`config.mk`:
```
export PLATFORM = sky130hd
export DESIGN_NAME = ucie_ctl_phy_sb_tx_arb
export DESIGN_NICKNAME = d
export VERILOG_FILES = /design/src/rtl/ucie_ctl_phy_sb_tx_arb.sv
export SDC_FILE = /design/constraint.sdc
export NUM_CORES = 1
export LEC_CHECK = 0
export ABC_CLOCK_PERIOD_IN_PS = 3300
export CORE_MARGIN = 2
export CORE_UTILIZATION = 44
export CTS_BUF_LIST = sky130_fd_sc_hd__clkbuf_8
export CTS_CLUSTER_DIAMETER = 150
export CTS_CLUSTER_SIZE = 12
export DETAILED_ROUTE_END_ITERATION = 16
export PLACE_DENSITY = 0.87
export SYNTH_ARGS = -nofsm -noshare
export SYNTH_HDL_FRONTEND = slang
export SYNTH_SLANG_ARGS = --single-unit
```
`constraint.sdc`:
```
create_clock -name i_clk -period 3.3 [get_ports i_clk]
set_input_delay 0.66 -clock i_clk [delete_from_list [all_inputs] [get_ports i_clk]]
set_output_delay 0.66 -clock i_clk [all_outputs]
set_load 0.005 [all_outputs]
```
`src/rtl/ucie_ctl_phy_sb_tx_arb.sv`:
```
// UCIe sideband TX arbiter: merges adapter and PHY (LTSM) requester flit
// streams onto one sideband TX path, message-atomic, credit-gated.
//
// Ports:
//   i_clk, i_rst_n                 clock, async active-low reset
//   i_adp_vld/last/data, o_adp_rdy adapter requester flit handshake
//   i_phy_vld/last/data, o_phy_rdy PHY-internal requester flit handshake
//   o_sb_data_valid, o_data_sent_sb, o_sb_last  registered TX flit
//   i_sb_crd_rtn                   one-cycle remote credit return pulse
//   o_crd_cnt, o_crd_ovf           credit count, sticky overflow flag
//
// Config macro: UCIE_CTL_SB_ARB_PHY_PRIO_EN -- when defined the PHY
// requester wins every simultaneous request (fixed priority); otherwise
// simultaneous requests are resolved round-robin per message.
module ucie_ctl_phy_sb_tx_arb #(
    parameter int NC      = 32,
    parameter int CRD_MAX = 4
) (
    input  logic          i_clk,
    input  logic          i_rst_n,
    input  logic          i_adp_vld,
    input  logic          i_adp_last,
    input  logic [NC-1:0] i_adp_data,
    output logic          o_adp_rdy,
    input  logic          i_phy_vld,
    input  logic          i_phy_last,
    input  logic [NC-1:0] i_phy_data,
    output logic          o_phy_rdy,
    output logic          o_sb_data_valid,
    output logic [NC-1:0] o_data_sent_sb,
    output logic          o_sb_last,
    input  logic          i_sb_crd_rtn,
    output logic [3:0]    o_crd_cnt,
    output logic          o_crd_ovf
);

    typedef enum logic [1:0] {
        S_IDLE     = 2'd0,
        S_XFER_ADP = 2'd1,
        S_XFER_PHY = 2'd2
    } state_t;

    localparam logic [3:0] LP_CRD_MAX = 4'(CRD_MAX);

    state_t        r_state;
    state_t        w_state_nxt;
    logic          r_ptr_adp;     // 1: adapter owned the most recent grant
    logic [3:0]    r_crd;
    logic          r_ovf;
    logic          r_sb_vld;
    logic          r_sb_last;
    logic [NC-1:0] r_sb_data;

    logic          w_pick_adp;
    logic          w_grant;
    logic          w_consume;
    logic          w_acc;
    logic          w_acc_last;
    logic [NC-1:0] w_acc_data;
    logic [3:0]    w_crd_after;

    // Winner among simultaneous requests in IDLE.
`ifdef UCIE_CTL_SB_ARB_PHY_PRIO_EN
    assign w_pick_adp = i_adp_vld & ~i_phy_vld;
`else
    assign w_pick_adp = i_adp_vld & (~i_phy_vld | ~r_ptr_adp);
`endif

    always_comb begin
        w_state_nxt = r_state;
        w_grant     = 1'b0;
        w_consume   = 1'b0;
        w_acc       = 1'b0;
        w_acc_last  = 1'b0;
        w_acc_data  = '0;
        unique case (r_state)
            S_IDLE: begin
                if ((r_crd != 4'd0) && (i_adp_vld || i_phy_vld)) begin
                    w_grant     = 1'b1;
                    w_consume   = 1'b1;
                    w_state_nxt = w_pick_adp ? S_XFER_ADP : S_XFER_PHY;
                end
            end
            S_XFER_ADP: begin
                if (i_adp_vld) begin
                    w_acc      = 1'b1;
                    w_acc_last = i_adp_last;
                    w_acc_data = i_adp_data;
                    if (i_adp_last) w_state_nxt = S_IDLE;
                end
            end
            S_XFER_PHY: begin
                if (i_phy_vld) begin
                    w_acc      = 1'b1;
                    w_acc_last = i_phy_last;
                    w_acc_data = i_phy_data;
                    if (i_phy_last) w_state_nxt = S_IDLE;
                end
            end
            default: w_state_nxt = S_IDLE;
        endcase
    end

    // A return that would push past CRD_MAX (after this cycle's consume)
    // saturates and flags overflow.
    assign w_crd_after = r_crd - {3'b000, w_consume};

    always_ff @(posedge i_clk or negedge i_rst_n) begin
        if (!i_rst_n) begin
            r_state   <= S_IDLE;
            r_ptr_adp <= 1'b0;
            r_crd     <= LP_CRD_MAX;
            r_ovf     <= 1'b0;
        end else begin
            r_state <= w_state_nxt;
            if (w_grant) r_ptr_adp <= w_pick_adp;
            if (i_sb_crd_rtn) begin
                if (w_crd_after == LP_CRD_MAX) begin
                    r_crd <= w_crd_after;
                    r_ovf <= 1'b1;
                end else begin
                    r_crd <= w_crd_after + 4'd1;
                end
            end else begin
                r_crd <= w_crd_after;
            end
        end
    end

    always_ff @(posedge i_clk or negedge i_rst_n) begin
        if (!i_rst_n) begin
            r_sb_vld  <= 1'b0;
            r_sb_last <= 1'b0;
            r_sb_data <= '0;
        end else begin
            r_sb_vld  <= w_acc;
            r_sb_last <= w_acc & w_acc_last;
            if (w_acc) r_sb_data <= w_acc_data;
        end
    end

    assign o_adp_rdy       = (r_state == S_XFER_ADP);
    assign o_phy_rdy       = (r_state == S_XFER_PHY);
    assign o_sb_data_valid = r_sb_vld;
    assign o_sb_last       = r_sb_last;
    assign o_data_sent_sb  = r_sb_data;
    assign o_crd_cnt       = r_crd;
    assign o_crd_ovf       = r_ovf;

endmodule

```
# After elaboration in Yosys (flattened, before gate mapping)
# Index checks and enable logic that the tools add are counted.
# Widths: inputs -> output; s select.
# word_totals
register_bits	42
input_bits	71
output_inout_bits	41
word_cells	48
# classes
add_sub_neg	2
n_eq_ne	8
muxes	20
bitwise	5
reduce_logical	6
# op_table
operator	count
$mux 32	2
$pmux 32 s2	1
$mux 2	6
$ne 2x2->1 const B	5
$mux 4	2
$mux 1	6
$pmux 2 s3	1
$reduce_and 5->1	1
$add 4x1->4 const B	1
$eq 4x3->1 const B	1
$pmux 1 s2	2
$reduce_bool 4->1	1
$sub 4x1->4	1
$and 1x1->1	2
$eq 2x1->1 const B	1
$eq 2x2->1 const B	1
$logic_not 2->1	1
$not 1->1	2
$reduce_and 2->1	1
$logic_and 1x1->1	1
$logic_or 1x1->1	1
$or 1x1->1	1

# Logic depth before layout (Yosys ltp)
# Gate-level depths: netlist of run 1.
# logic_depth
depth_word	8
ltp_mapped	12
depth_no_buf	11

# Worst setup path before layout of run 1
# Ideal clock, no wire load.
# synth_path
kind	register -> register
startpoint	register r_crd[2], in the netlist o_crd_cnt[2]
endpoint	register r_crd[1], in the netlist o_crd_cnt[1]
setup_ps	125
arrival_ps	2016
required_time_ps	3175
setup_slack_ps	1160
path_stages_with_launch	10
path_buffers	1
synth_period_minus_slack_ps	2140
cell_sequence	dfstp_2 > buf_2 > nor4_2 > nor2_1 > and2_4 > ha_1 > xor2_1 > inv_1 > ha_1 > mux2_2
# synth_via
elab_chain_len	8
elab_cells_between_ends	9
classes_between	add/sub: 2; eq/ne: 1; mux: 4; reduce/logical: 2
# synth_lines
item	line_no	rtl
start: declaration	48	logic [3:0] r_crd;
start signal: assignment	119	r_crd <= w_crd_after;
start signal: assignment	122	r_crd <= w_crd_after + 4'd1;
start signal: assignment	125	r_crd <= w_crd_after;
$reduce_bool 4->1 (*)	78	if ((r_crd != 4'd0) && (i_adp_vld || i_phy_vld)) begin
$logic_and 1x1->1 (*)	78	
$mux 1 (*)	78	
$mux 1 (*)	76	unique case (r_state)
net w_consume	56	logic w_consume;
$sub 4x1->4 (*)	106	assign w_crd_after = r_crd - {3'b000, w_consume};
$add 4x1->4 or $eq 4x3->1 (tied branches)	122, 118	
$mux 4	118	if (w_crd_after == LP_CRD_MAX) begin
$mux 4 (*)	117	if (i_sb_crd_rtn) begin
# The timed path passes the listed nets; every way through them passes the cells marked *.
# A chain may end at the register's enable or synchronous reset.

# Final worst setup path of run 1
# layout_path
startpoint	input i_phy_vld
endpoint	register r_crd[3], in the netlist o_crd_cnt[3]
# layout_via
elab_chain_len	8
elab_cells_between_ends	9
classes_between	add/sub: 2; eq/ne: 1; mux: 4; reduce/logical: 2
# layout_lines
item	line_no	rtl
start: declaration	25	input logic i_phy_vld,
$logic_or 1x1->1 (*)	78	
$logic_and 1x1->1 (*)	78	
$mux 1 (*)	78	
$mux 1 (*)	76	
net w_consume	56	
$sub 4x1->4 (*)	106	
$add 4x1->4 or $eq 4x3->1 (tied branches)	122, 118	
$mux 4	118	
$mux 4 (*)	117	
# Marked as above.

==> results of run 1 <==
==> registers in the layout, summed over array words and instances, names as in the netlist <==
| signal | flops |
|---|---|
| o_data_sent_sb | 32 |
| o_crd_cnt | 4 |
| r_state | 2 |
| o_crd_ovf | 1 |
| o_sb_data_valid | 1 |
| o_sb_last | 1 |
| r_ptr_adp | 1 |
==> cell usage after synthesis (all sizes together) <==
cell type,number
and2,3
nor4,1
buf,11
a21oi,2
o21a,1
nor3b,1
a22o,65
a21boi,1
xnor2,4
o2bb2ai,2
mux2,2
dfrtp,41
nor3,1
and3,1
a31o,1
nand4,1
and4bb,1
xor2,1
nand2b,2
a22oi,1
mux2i,1
nand3,2
ha,7
nor2b,3
clkbuf,6
inv,7
nand2,6
o22ai,1
o21ai,2
nor2,4
a21o,3
dfstp,1
==> per-layer routing <==
metal / wire, µm / vias up / GRT usage, % / share of wire, %
met5: 0 / - / 0 / 0
met4: 120 / 0 / 8.08 / 2.0
met3: 538 / 12 / 5.69 / 9.1
met2: 2740 / 93 / 35.7 / 46
met1: 2530 / 926 / 30.3 / 43
li1: - / 916 / - / -
==> power by group through the flow <==
stage          clock network [mW]  registers [mW]  logic, mW
2_1_floorplan                   0           0.911      0.800
3_3_place_gp                    0           0.915       1.47
3_5_place_dp                    0           0.926       1.51
4_1_cts                     0.345           0.920       1.52
5_1_grt                     0.372           0.951       1.65
6_report                    0.341           0.920       1.50
==> layout make-up <==
class	instances	area, µm²	share of cell area, %
Timing Repair Buffer	115	1150	33.9
Sequential cell	42	1050	31.0
Multi-Input combinational cell	120	988	29.1
Tap cell	67	83.8	2.47
Clock buffer	5	68.8	2.03
Inverter	7	26.3	0.775
Clock inverter	3	23.8	0.701
==> through the flow <==
stage	hold WS [ns]	cells	setup slack, ns
2_1_floorplan	0.364	186	1.16
3_3_place_gp	0.457	351	0.553
5_1_grt	0.499	359	0.540
4_1_cts	0.489	359	0.761
3_5_place_dp	0.471	351	0.470
6_report	0.480	359	0.743
==> worst paths after layout <==
check / endpoint / slack [ns] / depth (start not counted)
max in group asynchronous: o_crd_ovf / 2.24 / 1
max: o_crd_cnt[3] / 0.74 / 12
min reg2reg: o_crd_ovf / 0.48 / 1
max reg2reg: o_crd_cnt[3] / 0.95 / 11
min: o_data_sent_sb[21] / 0.48 / 1
min in group i_clk: o_crd_ovf / 0.48 / 1
==> worst register-to-register path, stage by stage, from the launching register on <==
cell	delay, ns
dfrtp_1	0.47
nor4_2	0.35
nor2_1	0.12
and2_4	0.19
ha_1	0.21
xor2_1	0.18
inv_1	0.09
ha_1	0.19
nand2_1	0.06
and3_1	0.19
a21oi_1	0.12
mux2i_1	0.08
==> cell families after synthesis <==
group	synth area share, %
buffers and inverters	5.39
AO/OA/AOI/OAI	31.1
adder cells (fa/ha/maj)	4.06
XOR/XNOR	2.03
multiplexers	1.68
flip-flops	48.8
AND/OR/NAND/NOR	6.96
==> results.cfg, run 1 <==
[yosys]
yosysWarnings = 0
synth-seq-cells = 42
synth_top_area_cell = dfrtp_1
seq_area_frac_synth_pct = 48.8
synth_area_mm2 = 0.00216
syn_avg_cell_area_um2 = 11.6
ys_types = 36
yosysTopAreaCellShare_pct = 47.6
synth_nets = 264
synth_cells = 186
synth_area_leaders = dfrtp_1, a22o_1, ha_1, buf_4, xnor2_1

[critical_path]
crit_chain = clkdlybuf4s50_1 > nor2_1 > nor2_1 > and2_4 > ha_1 > xor2_1 > inv_1 > ha_1 > nand2_1 > and3_1 > a21oi_1 > mux2i_1
endpoint_kind = flop
critical_path.startpoint_type = primary input
slowest_delay_ns = 0.52
cp-startpoint = i_phy_vld
crit_fanout = 4
cp.required_ns = 3.52
timing.rr.start = o_crd_cnt[1]
path_class = in -> reg
cpLargestDelayFamily = simple AND/OR/NAND/NOR gates
cp.arrival_ns = 2.78
crit_buf_inv = 2
crit_slowest_cell = clkdlybuf4s50_1

[pwr]
power_switching_share_pct = 34.8
power.internal_mw = 1.80
p_clk_share_pct = 12.3
p_leak_nw = 1.45
p_switching_mw = 0.961
p_total_mw = 2.76
irDropWorstVdd_uv = 603
power-per-cell-area_mw_per_mm2 = 813
combPwrFrac_pct = 54.3
power_frac_seq_pct = 33.4

[place]
portBuffers = 111
gp_congestion = 0.830
dp_hpwl_mm = 4.34
placed_cell_area_mm2 = 0.00330

[grt]
overflow = 0
track_usage_pct = 22.6
grt_pass1_wl_mm = 9.35
grt_start_max_net_pins = 43
grt_pass1_vias = 1877
grt_antenna_before_repair = 0

[drt]
routed_wl_mm = 5.92
via_per_inst = 5.42
num_vias = 1947
remaining_drc_errors = 0
firstDrtPassIters = 5
dr.first_iter.drc_count = 150
wl_per_cell_um = 16.5
antenna_left = 0

[clock_network]
tritoncts = done
htreeDepth = 2
clockBufferDepth = 2
numCtsBuffers = 5
postCtsSetupRepairBufs = 0
post_cts_resized = 0
path_clk_slew_ns = 0.08
clock_sinks = 42
root_buffer = clkbuf_8
clk-insertion-delay-late_ns = 0.30
hold_buffers = 0

[timing]
clock.fmax_mhz = 391
period_needed_ns = 2.56
tightest_slew_ns = 0.910
relSlewSlack_pct = 39.3
hold_viol = 0
fin_skew_ns = 0.00838
rsz0062_at_grt = no
fin_setup_tns_ns = 0
slew_violations = 0
setup_viol = 0
post-route-period-util_pct = 77.5

[cells_and_area]
drive_gt1_share_pct = 7.19
nFillCells = 370
area_delta_synth_final_pct = 57.3
finish.utilization_pct = 71.8
diodes = 0
postLayoutCellArea_mm2 = 0.00339
final_cell_mix = clkdlybuf4s50_1, a22o_1, dfrtp_1, inv_1, ha_1
layout_commonest_cell = clkdlybuf4s50_1
fin_nets = 369

[flow_run]
cap_violations = 0

[floorplanning]
pin_count = 112
die_x_um = 74.0
fp.dieArea_mm2 = 0.00548
start_util_pct = 45.7
core_mm2 = 0.00472
rows = 25
die_h_um = 74.0

[outcome]
outcome = finished clean

[worst_hold_path]
hold_class = in -> async
No activity file was read; power rests on OpenSTA's default activity.
==> run 2, diff against run 1 <==
--- a/config.mk
+++ b/config.mk
@@ -5,14 +5,14 @@
 export SDC_FILE = /design/constraint.sdc
 export NUM_CORES = 1
 export LEC_CHECK = 0
-export ABC_CLOCK_PERIOD_IN_PS = 3300
+export ABC_CLOCK_PERIOD_IN_PS = 2220
 export CORE_MARGIN = 2
-export CORE_UTILIZATION = 44
+export CORE_UTILIZATION = 37
 export CTS_BUF_LIST = sky130_fd_sc_hd__clkbuf_8
 export CTS_CLUSTER_DIAMETER = 150
 export CTS_CLUSTER_SIZE = 12
 export DETAILED_ROUTE_END_ITERATION = 16
-export PLACE_DENSITY = 0.87
+export PLACE_DENSITY = 0.78
 export SYNTH_ARGS = -nofsm -noshare
 export SYNTH_HDL_FRONTEND = slang
 export SYNTH_SLANG_ARGS = --single-unit
==> constraint.sdc (replaced) <==
create_clock -name i_clk -period 2.22 [get_ports i_clk]
set_input_delay 0.444 -clock i_clk [delete_from_list [all_inputs] [get_ports i_clk]]
set_output_delay 0.444 -clock i_clk [all_outputs]
set_load 0.005 [all_outputs]
==> run 2 against run 1 <==
Effect of this change:
- count of clock-buffer cells in the layout stayed put
- die area rose by 18%
- clock skew increased by 0.00073 ns
- hold slack worse by 0.35 ns
- critical path type unchanged
- largest power group unchanged
==> results.cfg, run 2 (synthesis gave the netlist of run 1 again) <==
[clock_network]
numCtsBuffers = 5
path_clk_slew_ns = 0.08
tritoncts = done
clk-insertion-delay-late_ns = 0.29
postCtsSetupRepairBufs = 0
clock_sinks = 42
htreeDepth = 2
root_buffer = clkbuf_8
clockBufferDepth = 2

[floorplanning]
die_h_um = 80.4
pin_count = 112
fp.dieArea_mm2 = 0.00646
die_x_um = 80.4
core_mm2 = 0.00557
rows = 27
start_util_pct = 38.7

[grt]
overflow = 0
grt_pass1_wl_mm = 8.99
track_usage_pct = 17.9
grt_pass1_vias = 1902
grt_start_max_net_pins = 34
grt_antenna_before_repair = 0

[timing]
clock.fmax_mhz = 468
tightest_slew_ns = 0.543
relSlewSlack_pct = 63.8
slew_violations = 0
fin_skew_ns = 0.00911
fin_setup_tns_ns = 0
finalWorstSetupSlack_ns = 0.0840
post-route-period-util_pct = 96.2
setup_viol = 0
period_needed_ns = 2.14
hold_viol = 0

[place]
dp_hpwl_mm = 4.25
portBuffers = 111
placed_cell_area_mm2 = 0.00341
place_worst_setup_slack_ns = -0.230
gp_congestion = 0.765

[pwr]
power.internal_mw = 2.92
p_clk_share_pct = 13.1
p_total_mw = 4.35
p_switching_mw = 1.43
p_leak_nw = 1.53
power-per-cell-area_mw_per_mm2 = 1230
irDropWorstVdd_uv = 451
combPwrFrac_pct = 56.2
power_frac_seq_pct = 30.6
power_switching_share_pct = 32.9

[drt]
num_vias = 1958
wl_per_cell_um = 15.3
remaining_drc_errors = 0
firstDrtPassIters = 4
via_per_inst = 5.18
dr.first_iter.drc_count = 67
antenna_left = 0
routed_wl_mm = 5.78

[cells_and_area]
register_area_mm2 = 0.00105
final_cell_mix = clkdlybuf4s50_1, a22o_1, dfrtp_1, buf_4, inv_1
largest_reg_flops = 32
drive_gt1_share_pct = 12.4
layout_commonest_cell = clkdlybuf4s50_1
area_delta_synth_final_pct = 64.3
multiInputGateArea_mm2 = 0.00101
fin_nets = 383
nFillCells = 469
postLayoutCellArea_mm2 = 0.00354
diodes = 0

[critical_path]
timing.rr.start = o_crd_cnt[1]
critical_path.startpoint_type = primary input
endpoint_kind = flop
crit_fanout = 4
rr_worst_depth = 11
cp.arrival_ns = 2.31
path_class = in -> reg
cp-startpoint = i_adp_vld
cp.required_ns = 2.40

[flow_run]
cap_violations = 0

[worst_hold_path]
hold_class = in -> async

[outcome]
outcome = finished clean
## run 2: changes by cell type in the layout (fill, tap and decap cells not counted), moves of 2 or more
cell	previous run	this run
inv_1	7	9
buf_4	3	17
nor2_2	0	2
ha_2	0	2
ha_1	7	5
nor2_1	4	2
clkinvlp_4	2	0
## run 2: cell type report
| type | count | area share, % |
|---|---|---|
| inverters | 7 | 0.742 |
| multi-input cells | 120 | 28.6 |
| clock buffers | 5 | 1.94 |
| well taps | 72 | 2.54 |
| flip-flops and latches | 42 | 29.7 |
| clock inverters | 3 | 1.06 |
| repair buffers | 129 | 35.4 |
## run 2: metal layers
metal,vias up,track usage (%),routed length (µm)
met2,79,28.5,2750
met5,-,0,0
met1,934,24.2,2550
met4,0,4.58,52
met3,4,4.61,433
li1,941,-,-
## run 2: per-stage QoR
stage / std cells / hold WS [ns] / util, %
floorplan: 186 / 0.148 / -
global placement: 370 / 0.449 / 61.2
detailed placement: 370 / 0.448 / 61.2
CTS: 378 / 0.143 / 63.1
global route: 378 / 0.166 / 63.6
finish: 378 / 0.131 / 63.6
## run 2: final timing paths
kind	endpoint	slack, ns
min	o_data_sent_sb[13]	0.13
max in group asynchronous	o_data_sent_sb[7]	1.42
max	o_crd_cnt[3]	0.08
min in group i_clk	o_crd_ovf	0.47
min reg2reg	o_crd_ovf	0.47
max reg2reg	o_crd_cnt[3]	0.14
## run 2: repair_timing
| item | in CTS | in global routing |
|---|---|---|
| setup endpoints to repair | 0 | 4 |
| resized for setup | 0 | 6 |
| hold buffers | 0 | 0 |
## run 2: power groups by stage
stage	clock network [mW]	registers (mW)	logic, mW
global placement	0	1.32	2.39
finish	0.571	1.33	2.45
global route	0.629	1.37	2.67
detailed placement	0	1.33	2.44
floorplan	0	1.35	1.19
CTS	0.593	1.32	2.45
## run 2: worst max-delay path: stages
cell,delay (ns)
clkdlybuf4s50_1,0.46
nor2_2,0.16
nor2_2,0.07
and2_4,0.17
ha_2,0.19
xor2_2,0.16
inv_1,0.06
ha_2,0.18
nand2_1,0.05
and3_1,0.18
a21oi_1,0.11
mux2i_1,0.08
==> RTL change 1, RTL diff (flow settings as in run 1) <==
Set the parameter `NC` to 16 (it was 32).
--- a/src/rtl/ucie_ctl_phy_sb_tx_arb.sv
+++ b/src/rtl/ucie_ctl_phy_sb_tx_arb.sv
@@ -15,3 +15,3 @@
 module ucie_ctl_phy_sb_tx_arb #(
-    parameter int NC      = 32,
+    parameter int NC      = 16,
     parameter int CRD_MAX = 4
Interface: changed (resized i_adp_data, i_phy_data and o_data_sent_sb); port bits go from 112 to 64. The function was not compared with the original's and may differ.
==> RTL change 1 against run 1 <==
Wire length fell by 46%. Sequential power shrank 36%. Synthesized area decreased by 33%. Cell count is 35% lower. Clock power is 24% lower. Total power down 34%. Sequential cell count fell by 16. Cell area shrank 36%. Critical path depth is 1 lower. Maximum frequency fell by 1.6%. Die area is 32% lower. Worst setup slack worse by 0.041 ns.
==> RTL change 1: results (changes against run 1) <==
* Critical Path Fanout Max at 4 (unchanged)
* Global-route wire length before repair at 5.09 mm (-46%)
* Largest cells by area after synthesis: dfrtp_1 44%, a22o_1 20%, ha_1 6.1%, xnor2_1 2.4%, dfstp_2 1.8%
* Final HPWL DP at 2.49 mm (-43%)
* Post-synth ARST share at 100% (unchanged)
* Worst EP arrival at 2.80 ns (+0.02 ns)
* Pre-antenna DRT Iters at 4 (-1)
* Antenna Nets Post-Route at 0 (unchanged)
* Post-synthesis sequential area ratio at 45.3% (-3.4 points)
* Hold Path Class: register to register
* Antenna cells at 0 (unchanged)
* Vias in the first global route at 1,114 (-41%)
* Worst skew pair latency at 0.27 ns (-0.03 ns)
* Status: complete, no violations
* Leakage at 0.000927 uW (-36%)
* Max reg flops at 16 (-50%)
* DR iter-0 viols at 66 (-56%)
* Slew @ Worst Pin at 0.681 ns (-0.229 ns)
* Top cells by count, synth: 33 x a22o_1, 25 x dfrtp_1, 7 x ha_1, 7 x inv_1, 7 x nand2_1
* Cell variety after synth at 37 (+2.8%)
* Peak VDD IR at 0.000393 V (-35%)
* Adder-Cell Fraction of Synth Area at 6.09% (+2.0 points)
* Filler cells at 227 (-39%)
* Layout cells sized above 1 at 7.94% (+0.74 points)
* Number of port buffers at 63 (-43%)
* GRT Util Overall at 18.4% (-4.1 points)
* Final wirelength at 3.19 mm (-46%)
* CTS Buf Count at 3 (-2)
* CP top delay family: buffers and inverters
* Synth warnings at 0 (unchanged)
* Mux cell area share after synthesis at 3.31% (+1.6 points)
* H-tree depth at 1 (-1)
* Via count at 1,215 (-38%)
* Clock skew at 0.00681 ns (-0.00157 ns)
* Synth Area in XOR/XNOR at 3.05% (+1.0 points)
* CTS max path bufs at 2 (unchanged)
* Syn Nets at 175 (-34%)
* GPL Wtd Cong at 0.850 (+2.5%)
* Layout Nets at 236 (-36%)
* Compound-gate portion of the synthesized area at 27.2% (-3.8 points)
* Largest net degree at the start of global routing at 27 (-37%)
-- RTL change 1: changes by cell type after synthesis, sizes merged --
cell	run 1	this run
a21o	3	2
a22o	65	33
buf	11	6
clkbuf	6	2
dfrtp	41	25
mux2	2	3
nand2	6	7
nand3	2	1
o21a	1	0
o21ai	2	3
-- RTL change 1: power breakdown --
part | internal (uW) | switching (uW)
Sequential | 469 | 122
Clock | 162 | 96.3
Combinational | 585 | 401
-- RTL change 1: cell type report --
class	instances	area, um^2	area share [%]
Tap cell	44	55.1	2.55
Clock inverter	1	30.0	1.39
Inverter	7	26.3	1.22
Timing Repair Buffer	64	638	29.5
Sequential cell	26	652	30.2
Multi-Input combinational cell	88	719	33.3
Clock buffer	3	41.3	1.91
-- RTL change 1: path summary, 6_finish.rpt --
kind,startpoint,to,slack [ns],depth (start not counted)
max,i_adp_vld,o_crd_cnt[2],0.70,11
min,o_crd_ovf,o_crd_ovf,0.48,1
max reg2reg,o_crd_cnt[1],o_crd_cnt[2],0.94,10
min reg2reg,o_crd_ovf,o_crd_ovf,0.48,1
max in group asynchronous,i_rst_n,o_crd_cnt[2],2.25,2
min in group asynchronous,i_rst_n,o_data_sent_sb[10],0.76,2
-- RTL change 1: metrics by stage --
stage	utilization (%)	cell area, um^2	hold WS, ns	setup slack, ns	cells
final	70.2	2160	0.476	0.702	233
after global routing	70.2	2160	0.498	0.547	233
after CTS	70.2	2160	0.486	0.727	233
after detailed placement	67.9	2090	0.464	0.446	229
after global placement	67.9	2090	0.460	0.540	229
after floorplan	-	1440	0.364	1.12	129
-- RTL change 1: metal layers --
metal	routed length, um	global-route usage (%)	share of wire, %
met2	1480	29.9	46
met5	0	0	0
met4	48	5.59	1.5
met1	1450	25.2	45
met3	214	3.36	6.7
==> RTL change 2, RTL diff (settings of run 1) <==
Made on the original files. Put one more register stage on the output `o_crd_ovf`. The value now appears one clock later. The other outputs are not delayed to match.
--- a/src/rtl/ucie_ctl_phy_sb_tx_arb.sv
+++ b/src/rtl/ucie_ctl_phy_sb_tx_arb.sv
@@ -147,3 +147,5 @@
     assign o_crd_cnt       = r_crd;
-    assign o_crd_ovf       = r_ovf;
+    always_ff @(posedge i_clk) begin
+        o_crd_ovf <= r_ovf;
+    end
 
Check against the original RTL: not equivalent (Yosys sat finds a counterexample within 4 cycles, from zero or initial values and one cycle with i_rst_n low).
==> RTL change 2 against run 1 <==
Worst setup slack improved by 0.030 ns. Cell area is 0.11% lower. Sequential cell count increased by 1. Total power is 1.5% lower. Sequential power increased by 2.3%. Non-clock buffer count is the same. Critical path depth is the same. Clock skew down 0.0067 ns. Via count decreased by 2.8%. Maximum frequency rose by 1.2%. Cell count rose by 0.28%. Wire length fell by 4.6%. Combinational power decreased by 3%. Synthesized area grew 0.93%. Critical endpoint unchanged. Largest cell class unchanged. Largest power group unchanged. Highest routed layer unchanged.
==> RTL change 2: results (changes against run 1) <==
* GRT Util Overall at 20.6% (-1.9 points)
* Layout Nets at 370 (+0.27%)
* Global route overflow at 0 (unchanged)
* Global-route wire length before repair at 8.71 mm (-6.8%)
* Filler cells at 389 (+5.1%)
* WL/cell at 15.7 um (-4.9%)
* Switch Pwr at 927 uW (-3.5%)
* Max Cap Viol at 0 (unchanged)
* Vias in the first global route at 1,851 (-1.4%)
* GPL Wtd Cong at 0.793 (-4.4%)
* Hold Path Class: register to register
* Critical Path Fanout Max at 4 (unchanged)
* Post-synth ARST share at 97.7% (-2.3 points)
* Max reg flops at 32 (unchanged)
* Antenna cells at 0 (unchanged)
* Largest cells by area after synthesis: dfrtp_1 47%, a22o_1 26%, ha_1 4.0%, buf_4 1.7%, xnor2_1 1.6%
* Cell variety after synth at 37 (+2.8%)
* Avg Vias per Cell at 5.26 (-3.0%)
* Status: complete, no violations
* Largest net degree at the start of global routing at 43 (unchanged)
* Clock skew at 0.00171 ns (-0.00667 ns)
* Post_cts resized at 0 (unchanged)
* Number of port buffers at 111 (unchanged)
* Peak VDD IR at 0.000383 V (-36%)
* Worst EP arrival at 2.74 ns (-0.04 ns)
* CTS tree: yes
* Post-CTS setup buffer count at 0 (unchanged)
* Synth warnings at 0 (unchanged)
* Initial antenna violation count at 0 (unchanged)
* M2 GR Usage at 34.0% (-1.7 points)
* Met3 Track Usage GR at 6.10% (+0.41 points)
* Leakage at 0.00146 uW (+0.81%)
* Slowest cell on the critical path: clkdlybuf4s50_1
* Pre-antenna DRT Iters at 4 (-1)
* Post-synthesis sequential area ratio at 49.3% (+0.47 points)
* CTS Buf Count at 5 (unchanged)
* Global Route met1 Usage at 26.5% (-3.8 points)
* Clock transition at path regs at 0.08 ns (about the same)
* Worst skew pair latency at 0.29 ns
* Final HPWL DP at 4.08 mm (-6.1%)
* Root buffer cell: clkbuf_8
* Layout cells sized above 1 at 6.48% (-0.71 points)
* Syn Nets at 265 (+0.38%)
* CTS max path bufs at 2 (unchanged)
* Slew HR at 38.2% (-1.1 points)
* DR iter-0 viols at 126 (-16%)
* Slowest cell delay on critical path at about 0.51 ns
* Top cells by count, synth: 65 x a22o_1, 41 x dfrtp_1, 7 x ha_1, 7 x inv_1
* H-tree depth at 2 (unchanged)
[RTL change 2: cell type report]
type                    count  area [um^2]  area share (%)
multi-input cells         120          988            29.2
repair buffers            115         1140            33.5
inverters                   7         26.3           0.775
clock buffers               5         68.8            2.03
well taps                  67         83.8            2.47
flip-flops and latches     43         1070            31.6
clock inverters             3         12.5           0.369
[RTL change 2: through the flow]
stage | cells | setup WS [ns] | power (uW) | util [%] | area, um^2
finish | 360 | 0.773 | 2720 | 71.3 | 3390
global route | 360 | 0.628 | 2910 | 71.3 | 3390
CTS | 360 | 0.761 | 2740 | 71.3 | 3390
detailed placement | 352 | 0.474 | 2420 | 69.6 | 3310
global placement | 352 | 0.581 | 2380 | 69.6 | 3310
floorplan | 187 | 1.16 | 1730 | - | 2180
[RTL change 2: logic make-up after synthesis]
family,after synthesis,share of synthesized area [%]
xor gates and xnor gates,5,2.01
buffers and inverters,24,5.35
and+or+nand+nor,26,6.90
muxes,3,1.67
AOI/OAI and AO/OA,79,30.8
DFF,43,49.3
adders and majority gates,7,4.02
[RTL change 2: per-layer routing]
layer,wire (um),vias up
met5,0,-
met4,74,0
met3,357,6
met2,2810,70
li1,-,919
met1,2400,898
[RTL change 2: power by group through the flow]
| stage | clock network [uW] | logic [uW] | registers [uW] |
|---|---|---|---|
| 2_1_floorplan | 0 | 800 | 929 |
| 3_3_place_gp | 0 | 1450 | 936 |
| 3_5_place_dp | 0 | 1480 | 942 |
| 4_1_cts | 318 | 1490 | 941 |
| 5_1_grt | 339 | 1600 | 971 |
| 6_report | 313 | 1460 | 941 |
[RTL change 2: critical path: cells and delay by family]
family                     cells  cell delay, ns
AOI/OAI and AO/OA              1            0.04
muxes                          1            0.12
adders and majority gates      2            0.43
and+or+nand+nor                5            0.66
buffers and inverters          2            0.58
xor gates and xnor gates       1            0.24
[RTL change 2: path summary, 6_finish.rpt]
path / start / endpoint / slack (ns) / cells after the start
max: i_phy_vld / o_crd_cnt[3] / 0.77 / 12
min: r_ovf / o_crd_ovf / 0.39 / 0
max reg2reg: o_crd_cnt[1] / o_crd_cnt[3] / 1.00 / 11
min reg2reg: r_ovf / o_crd_ovf / 0.39 / 0
max in group asynchronous: i_rst_n / r_ptr_adp / 2.22 / 1
min in group asynchronous: i_rst_n / o_data_sent_sb[19] / 0.51 / 1
